## src/rtl/dds_wave_addr_gen.sv

```systemverilog
// dds_wave_addr_gen
// DDS address generator/sequencer for the 8-bit x 256 waveform ROMs.
// A phase accumulator issues registered ROM addresses, the ROM data is
// captured one clock later and presented as a registered sample with a
// qualifier. Runs are continuous or a fixed number of accumulator periods.
// Optional feature: define DDS_AMP_SCALE_EN to add the amp input and scale
// each sample by amp/256 inside the output register stage.
module dds_wave_addr_gen #(
    parameter int PHASE_WIDTH = 32,
    parameter int ADDR_WIDTH  = 8,
    parameter int DATA_WIDTH  = 8,
    parameter int BURST_WIDTH = 16
) (
    input  logic                   clk,
    input  logic                   rst_n,
    input  logic                   en,
    input  logic [PHASE_WIDTH-1:0] fword,
    input  logic [ADDR_WIDTH-1:0]  pword,
    input  logic [BURST_WIDTH-1:0] burst_len,
    input  logic                   cfg_load,
    input  logic                   start,
    input  logic                   stop,
`ifdef DDS_AMP_SCALE_EN
    input  logic [DATA_WIDTH-1:0]  amp,
`endif
    output logic [ADDR_WIDTH-1:0]  rom_addr,
    input  logic [DATA_WIDTH-1:0]  rom_q,
    output logic [DATA_WIDTH-1:0]  sample,
    output logic                   sample_valid,
    output logic                   cycle_wrap,
    output logic                   busy,
    output logic                   done
);

    typedef enum logic [1:0] {
        ST_IDLE  = 2'd0,
        ST_RUN   = 2'd1,
        ST_DRAIN = 2'd2
    } state_t;

    state_t state;
    state_t next_state;

    // Phase accumulator and the sum including its carry (carry = wrap).
    logic [PHASE_WIDTH-1:0] acc;
    logic [PHASE_WIDTH:0]   acc_sum;

    // Active configuration used by the accumulator.
    logic [PHASE_WIDTH-1:0] fword_s;
    logic [ADDR_WIDTH-1:0]  pword_s;
    logic [BURST_WIDTH-1:0] blen_s;

    // Retune requested while running; waits for the next wrap so the
    // frequency/phase change lands on a period boundary.
    logic [PHASE_WIDTH-1:0] fword_p;
    logic [ADDR_WIDTH-1:0]  pword_p;
    logic                   pend_valid;

    // Completed periods of the current run.
    logic [BURST_WIDTH-1:0] period_cnt;
    logic [BURST_WIDTH-1:0] cnt_inc;
    logic                   final_period;

    // Second cycle of the drain window.
    logic                   drain_cnt;

    // Control strobes decoded from the FSM.
    logic                   start_run;
    logic                   issue;
    logic                   wrap_now;
    logic                   drain_last;

    // Qualifier pipeline: address issued -> ROM data ready -> sample out.
    logic                   addr_vld;
    logic                   q_vld;
    logic [DATA_WIDTH-1:0]  sample_d;

    assign acc_sum      = {1'b0, acc} + {1'b0, fword_s};
    assign cnt_inc      = period_cnt + BURST_WIDTH'(1);
    assign final_period = (blen_s != '0) && (cnt_inc == blen_s);
    assign wrap_now     = issue && acc_sum[PHASE_WIDTH];
    assign busy         = (state != ST_IDLE);

`ifdef DDS_AMP_SCALE_EN
    logic [2*DATA_WIDTH-1:0] scaled;
    assign scaled   = {{DATA_WIDTH{1'b0}}, rom_q} * {{DATA_WIDTH{1'b0}}, amp};
    assign sample_d = DATA_WIDTH'(scaled >> DATA_WIDTH);
`else
    assign sample_d = rom_q;
`endif

    // FSM state register.
    always_ff @(posedge clk or negedge rst_n) begin
        if (!rst_n) begin
            state <= ST_IDLE;
        end else begin
            state <= next_state;
        end
    end

    // Next-state decode; stop wins over start in IDLE and over issuing in RUN.
    always_comb begin
        next_state = state;
        start_run  = 1'b0;
        issue      = 1'b0;
        drain_last = 1'b0;
        case (state)
            ST_IDLE: begin
                if (start && !stop) begin
                    next_state = ST_RUN;
                    start_run  = 1'b1;
                end
            end
            ST_RUN: begin
                if (stop) begin
                    next_state = ST_DRAIN;
                end else begin
                    issue = en;
                    if (en && acc_sum[PHASE_WIDTH] && final_period) begin
                        next_state = ST_DRAIN;
                    end
                end
            end
            ST_DRAIN: begin
                if (drain_cnt) begin
                    next_state = ST_IDLE;
                    drain_last = 1'b1;
                end
            end
            default: begin
                next_state = ST_IDLE;
            end
        endcase
    end

    // Drain timer: two cycles in DRAIN before returning to IDLE.
    always_ff @(posedge clk or negedge rst_n) begin
        if (!rst_n) begin
            drain_cnt <= 1'b0;
        end else begin
            drain_cnt <= (state == ST_DRAIN);
        end
    end

    // Configuration shadows: direct load in IDLE, wrap-aligned retune otherwise.
    always_ff @(posedge clk or negedge rst_n) begin
        if (!rst_n) begin
            fword_s    <= '0;
            pword_s    <= '0;
            blen_s     <= '0;
            fword_p    <= '0;
            pword_p    <= '0;
            pend_valid <= 1'b0;
        end else if (state == ST_IDLE) begin
            if (cfg_load) begin
                fword_s    <= fword;
                pword_s    <= pword;
                blen_s     <= burst_len;
                pend_valid <= 1'b0;
            end
        end else begin
            if (wrap_now && pend_valid) begin
                fword_s <= fword_p;
                pword_s <= pword_p;
            end
            if (cfg_load) begin
                fword_p    <= fword;
                pword_p    <= pword;
                pend_valid <= 1'b1;
            end else if (wrap_now) begin
                pend_valid <= 1'b0;
            end
        end
    end

    // Phase accumulator: cleared on start, advances only when an address issues.
    always_ff @(posedge clk or negedge rst_n) begin
        if (!rst_n) begin
            acc <= '0;
        end else if (start_run) begin
            acc <= '0;
        end else if (issue) begin
            acc <= acc_sum[PHASE_WIDTH-1:0];
        end
    end

    // ROM address from the accumulator MSBs plus the phase offset.
    always_ff @(posedge clk or negedge rst_n) begin
        if (!rst_n) begin
            rom_addr <= '0;
        end else if (issue) begin
            rom_addr <= acc[PHASE_WIDTH-1 -: ADDR_WIDTH] + pword_s;
        end
    end

    // Period counter and the one-clock wrap pulse.
    always_ff @(posedge clk or negedge rst_n) begin
        if (!rst_n) begin
            period_cnt <= '0;
            cycle_wrap <= 1'b0;
        end else begin
            cycle_wrap <= wrap_now;
            if (start_run) begin
                period_cnt <= '0;
            end else if (wrap_now) begin
                period_cnt <= cnt_inc;
            end
        end
    end

    // Valid pipeline matching the ROM read latency plus the output register.
    always_ff @(posedge clk or negedge rst_n) begin
        if (!rst_n) begin
            addr_vld     <= 1'b0;
            q_vld        <= 1'b0;
            sample_valid <= 1'b0;
        end else begin
            addr_vld     <= issue;
            q_vld        <= addr_vld;
            sample_valid <= q_vld;
        end
    end

    // Output sample register; holds its last value between valid samples.
    always_ff @(posedge clk or negedge rst_n) begin
        if (!rst_n) begin
            sample <= '0;
        end else if (q_vld) begin
            sample <= sample_d;
        end
    end

    // End-of-run pulse on the transition back to IDLE.
    always_ff @(posedge clk or negedge rst_n) begin
        if (!rst_n) begin
            done <= 1'b0;
        end else begin
            done <= drain_last;
        end
    end

endmodule

```

## config.mk

```make
export PLATFORM = sky130hd
export DESIGN_NAME = dds_wave_addr_gen
export DESIGN_NICKNAME = d
export VERILOG_FILES = /design/src/rtl/dds_wave_addr_gen.sv
export SDC_FILE = /design/constraint.sdc
export NUM_CORES = 1
export LEC_CHECK = 0
export BUFFER_PORTS_ARGS = -buffer_cell sky130_fd_sc_hd__clkbuf_2
export CAP_MARGIN = 20
export CORE_MARGIN = 5
export CORE_UTILIZATION = 54
export CTS_CLUSTER_SIZE = 12
export DETAILED_ROUTE_END_ITERATION = 10
export PLACE_DENSITY_LB_ADDON = 0.3
export SLEW_MARGIN = 5
export SYNTH_ARGS = -nofsm -noshare
export SYNTH_HDL_FRONTEND = slang
export SYNTH_SLANG_ARGS = --single-unit
```

## constraint.sdc

```tcl
create_clock -name clk -period 2.9 [get_ports clk]
set_input_delay 0.58 -clock clk [delete_from_list [all_inputs] [get_ports clk]]
set_output_delay 0.58 -clock clk [all_outputs]
set_load 0.05 [all_outputs]
```

==> flow_summary_export.csv <==
group,metric,value,unit
outcome,outcome,"complete, but fails checks",
outcome,violations_in_the_final_reports,"setup timing",
synthesis,yosys_warnings,0,
drt,vias_after_detailed_routing,6796,
drt,drc,0,
synthesis,synth_sequential_area_ratio,0.4747,
sta,hold_slack,0.04222,ns
synthesis,synthFlopType,"sky130_fd_sc_hd__dfrtp_1",
layout,final_net_count,1090,
layout,seqCellArea,4229,um^2
drt,drt-pass1-iter-count,5,
setup_path,worst_ep_required_time,3.21,ns
placement,detailedPlacementHpwl,13680,um
power_and_ir_drop,vdd_drop_max,0.0006491,V
cts,cts-buffers-inserted,17,
power_and_ir_drop,p_leak,0.005139,uW
sta,worst_slew_pin_slew,0.6790,ns
flow_run,drv.max_cap_violation_count,0,
sta,fin_skew,0.009254,ns
sta,rsz0062_at_grt,"yes",
placement,place.gp.congestion,0.9031,
synthesis,yosys.cell_types.count,60,
grt,grt_overflow,0,
setup_path,cp-start-kind,"register",
cts,cts.sink_count,169,
layout,antenna_cells_inserted,0,
synthesis,synth_area,8909,um^2
drt,detail_route.wirelength,20120,um
cts,htreeDepth,4,
grt,grt_max_degree,74,
floorplan,overall_die_height,138.4,um
power_and_ir_drop,power.total,12330,uW
cts,root_buf_cell,"sky130_fd_sc_hd__clkbuf_16",
sta,timing.max_slew.rel_slack,0.5469,
setup_path,critical_path_class,"reg2reg",
placement,port-buffer-count,89,
drt,detailedRoute.firstIterationViolations,400,
sta,timing.final.crit_period,3.019,ns
drt,vias_per_cell,5.617,
sta,worst_slack,-0.1193,ns
cts,clock_insertion_delay_worst_skew,0.43,ns
synthesis,edff_count_synth,0,
setup_path,critical_path_peak_fanout,20,
synthesis,synth.ff_latch_count,169,
synthesis,postSynth.asyncResetShare,1.000,
cts,tritoncts,"done",
floorplan,initial_utilization,0.5430,
synthesis,postSynthNetCount,961,
floorplan,design.die.area,19170,um^2
setup_path,crit_end_element,"register",
synthesis,yosysTopAreaCell,"sky130_fd_sc_hd__dfrtp_1",
synthesis,synth_area_leaders,"sky130_fd_sc_hd__dfrtp_1 47%, sky130_fd_sc_hd__mux2_2 8.1%, sky130_fd_sc_hd__ha_1 5.6%",
drt,final_antenna_net_count,0,
sta,setup_viol_count_final,56,
floorplan,floorplan.io_pins,90,
cts,worst_setup_hold_path_clk_slew,0.06,ns
cts,cts_buffer_depth,2,
floorplan,num_rows,47,
placement,preCtsSetupSlack,-0.1756,ns
sta,max_freq,331.2,MHz
sta,final_hold_viol_count,0,
layout,drive_gt1_frac,0.3081,
sta,period_share,1.041,
setup_path,reg2reg_depth,13,
grt,grt_pass1_wl,33490,um
grt,via_count_of_the_first_global_routing_pass,6573,
floorplan,coreArea,16410,um^2
worst_hold_path,hold_path.class,"in2async",
grt,antenna_found_initial,0,
floorplan,dieWidth,138.4,um
layout,syn2layout_area_growth,20.73,%
layout,area_taken_by_multi_input_logic_gates,4405,um^2
synthesis,synthCells,849,
layout,fill_cells,1255,
setup_path,worstPathArrival,3.33,ns
drt,wire_per_inst,16.63,um
sta,count_of_pins_over_their_slew_limit,0,
power_and_ir_drop,pwr_density_cell,1146,nW/um^2
synthesis,post_synth.cell_area_avg,10.49,um^2
synthesis,synth_top_cell_area_share,0.4747,
grt,grt_use_total,0.2101,
[final cells by class]
class | instances | share of cell area
clock buffer | 21 | 0.04374
clock inverter | 10 | 0.01524
inverter | 52 | 0.01815
multi-input combinational | 592 | 0.4096
sequential | 169 | 0.3932
tap | 220 | 0.02559
timing repair buffer | 146 | 0.09446
[synth_stat cells (8+ instances only)]
master / n
sky130_fd_sc_hd__dfrtp_1: 169
sky130_fd_sc_hd__nand2_1: 66
sky130_fd_sc_hd__mux2_2: 64
sky130_fd_sc_hd__o21ai_0: 62
sky130_fd_sc_hd__inv_1: 50
sky130_fd_sc_hd__ha_1: 40
sky130_fd_sc_hd__o22ai_1: 40
sky130_fd_sc_hd__a21oi_1: 38
sky130_fd_sc_hd__a21oi_2: 36
sky130_fd_sc_hd__xnor2_1: 33
sky130_fd_sc_hd__nor2_1: 29
sky130_fd_sc_hd__xor2_1: 25
sky130_fd_sc_hd__a21o_1: 24
sky130_fd_sc_hd__clkbuf_1: 20
sky130_fd_sc_hd__nand3_1: 17
sky130_fd_sc_hd__and2_1: 11
sky130_fd_sc_hd__o21ai_1: 10
sky130_fd_sc_hd__o31ai_1: 9
sky130_fd_sc_hd__and3_1: 8
[state kept, by name (all words and copies together), names as in the netlist, 16 cells and up]
| register | cells |
|---|---|
| acc | 32 |
| fword_p | 32 |
| fword_s | 32 |
| blen_s | 16 |
| period_cnt | 16 |
[worst paths after layout]
kind,startpoint,end,slack [ns]
max,fword_s[0],fword_s[7],-0.12
min reg2reg,addr_vld,q_vld,0.35
min,rst_n,fword_p[3],0.04
min in group clk,addr_vld,q_vld,0.35
max reg2reg,fword_s[0],fword_s[7],-0.12
max in group asynchronous,rst_n,pend_valid,2.14
[what timing repair did]
item	in CTS	in global routing
resized for setup	20	11
setup buffers	6	5
pin swaps	10	6
setup endpoints to repair	56	62
gates cloned	1	1
hold buffers	0	0
[layout by cell type (no fill, tap or decap), types with 7 or more instances in the layout]
cell	n
sky130_fd_sc_hd__inv_1	50
sky130_fd_sc_hd__a21oi_1	37
sky130_fd_sc_hd__a21oi_2	37
sky130_fd_sc_hd__dfrtp_1	169
sky130_fd_sc_hd__xnor2_1	33
sky130_fd_sc_hd__clkbuf_16	18
sky130_fd_sc_hd__o21ai_0	53
sky130_fd_sc_hd__and2_1	10
sky130_fd_sc_hd__clkbuf_2	88
sky130_fd_sc_hd__nand4_1	7
sky130_fd_sc_hd__nand3_1	17
sky130_fd_sc_hd__buf_4	44
sky130_fd_sc_hd__a21o_1	24
sky130_fd_sc_hd__mux2_2	64
sky130_fd_sc_hd__o21ai_1	14
sky130_fd_sc_hd__ha_1	36
sky130_fd_sc_hd__nand2_1	64
sky130_fd_sc_hd__xor2_1	25
sky130_fd_sc_hd__o22ai_1	40
sky130_fd_sc_hd__nor2_1	28
sky130_fd_sc_hd__o31ai_1	8
sky130_fd_sc_hd__and3_1	8
[worst max-delay path, cell delays in order, from the launching register on]
cell and delay (ns):
sky130_fd_sc_hd__dfrtp_1 0.39, sky130_fd_sc_hd__ha_2 0.19, sky130_fd_sc_hd__fa_2 0.34, sky130_fd_sc_hd__a21o_1 0.19, sky130_fd_sc_hd__a221oi_2 0.27, sky130_fd_sc_hd__o221a_2 0.28, sky130_fd_sc_hd__and4b_1 0.21, sky130_fd_sc_hd__o21a_2 0.23
sky130_fd_sc_hd__o21ai_4 0.14, sky130_fd_sc_hd__inv_2 0.08, sky130_fd_sc_hd__nand3_4 0.11, sky130_fd_sc_hd__and2_4 0.19, sky130_fd_sc_hd__buf_12 0.19, sky130_fd_sc_hd__a21oi_1 0.09
[per-layer routing]
| layer | share of wire | wire [um] | GRT usage |
|---|---|---|---|
| met1 | 0.49 | 9890 | 0.3146 |
| met2 | 0.45 | 9036 | 0.3171 |
| met3 | 0.049 | 991 | 0.04523 |
| met4 | 0.0099 | 199 | 0.04628 |
| met5 | 0 | 0 | 0 |
[metrics by stage]
stage,utilization,setup TNS [ns],instance area (um^2),instances
2_1_floorplan,-,-1.541,8939,849
3_3_place_gp,0.6008,-2.162,9857,1166
3_5_place_dp,0.6008,-6.012,9857,1166
4_1_cts,0.6488,-4.711,10650,1204
5_1_grt,0.6555,-12.75,10760,1210
6_report,0.6555,-4.738,10760,1210
[where the power goes]
group          total (uW)  switching, uW  leakage, uW  internal (uW)
sequential           4010            693      0.00207           3320
clock                2430            924     0.000310           1510
combinational        5880           3160      0.00276           2720
total               12300           4770      0.00514           7550
[logic make-up (layout without fill, tap and decap cells)]
kind of cell | Yosys count | count (layout) | synth area share
compound gates | 261 | 261 | 0.1940
flops | 169 | 169 | 0.4747
simple gates | 167 | 167 | 0.08989
buf+inv | 88 | 229 | 0.04283
mux | 64 | 64 | 0.08090
xor+xnor | 58 | 58 | 0.05702
fa+ha+maj | 42 | 42 | 0.06067
Note: power is estimated with default switching activity, not from simulation.
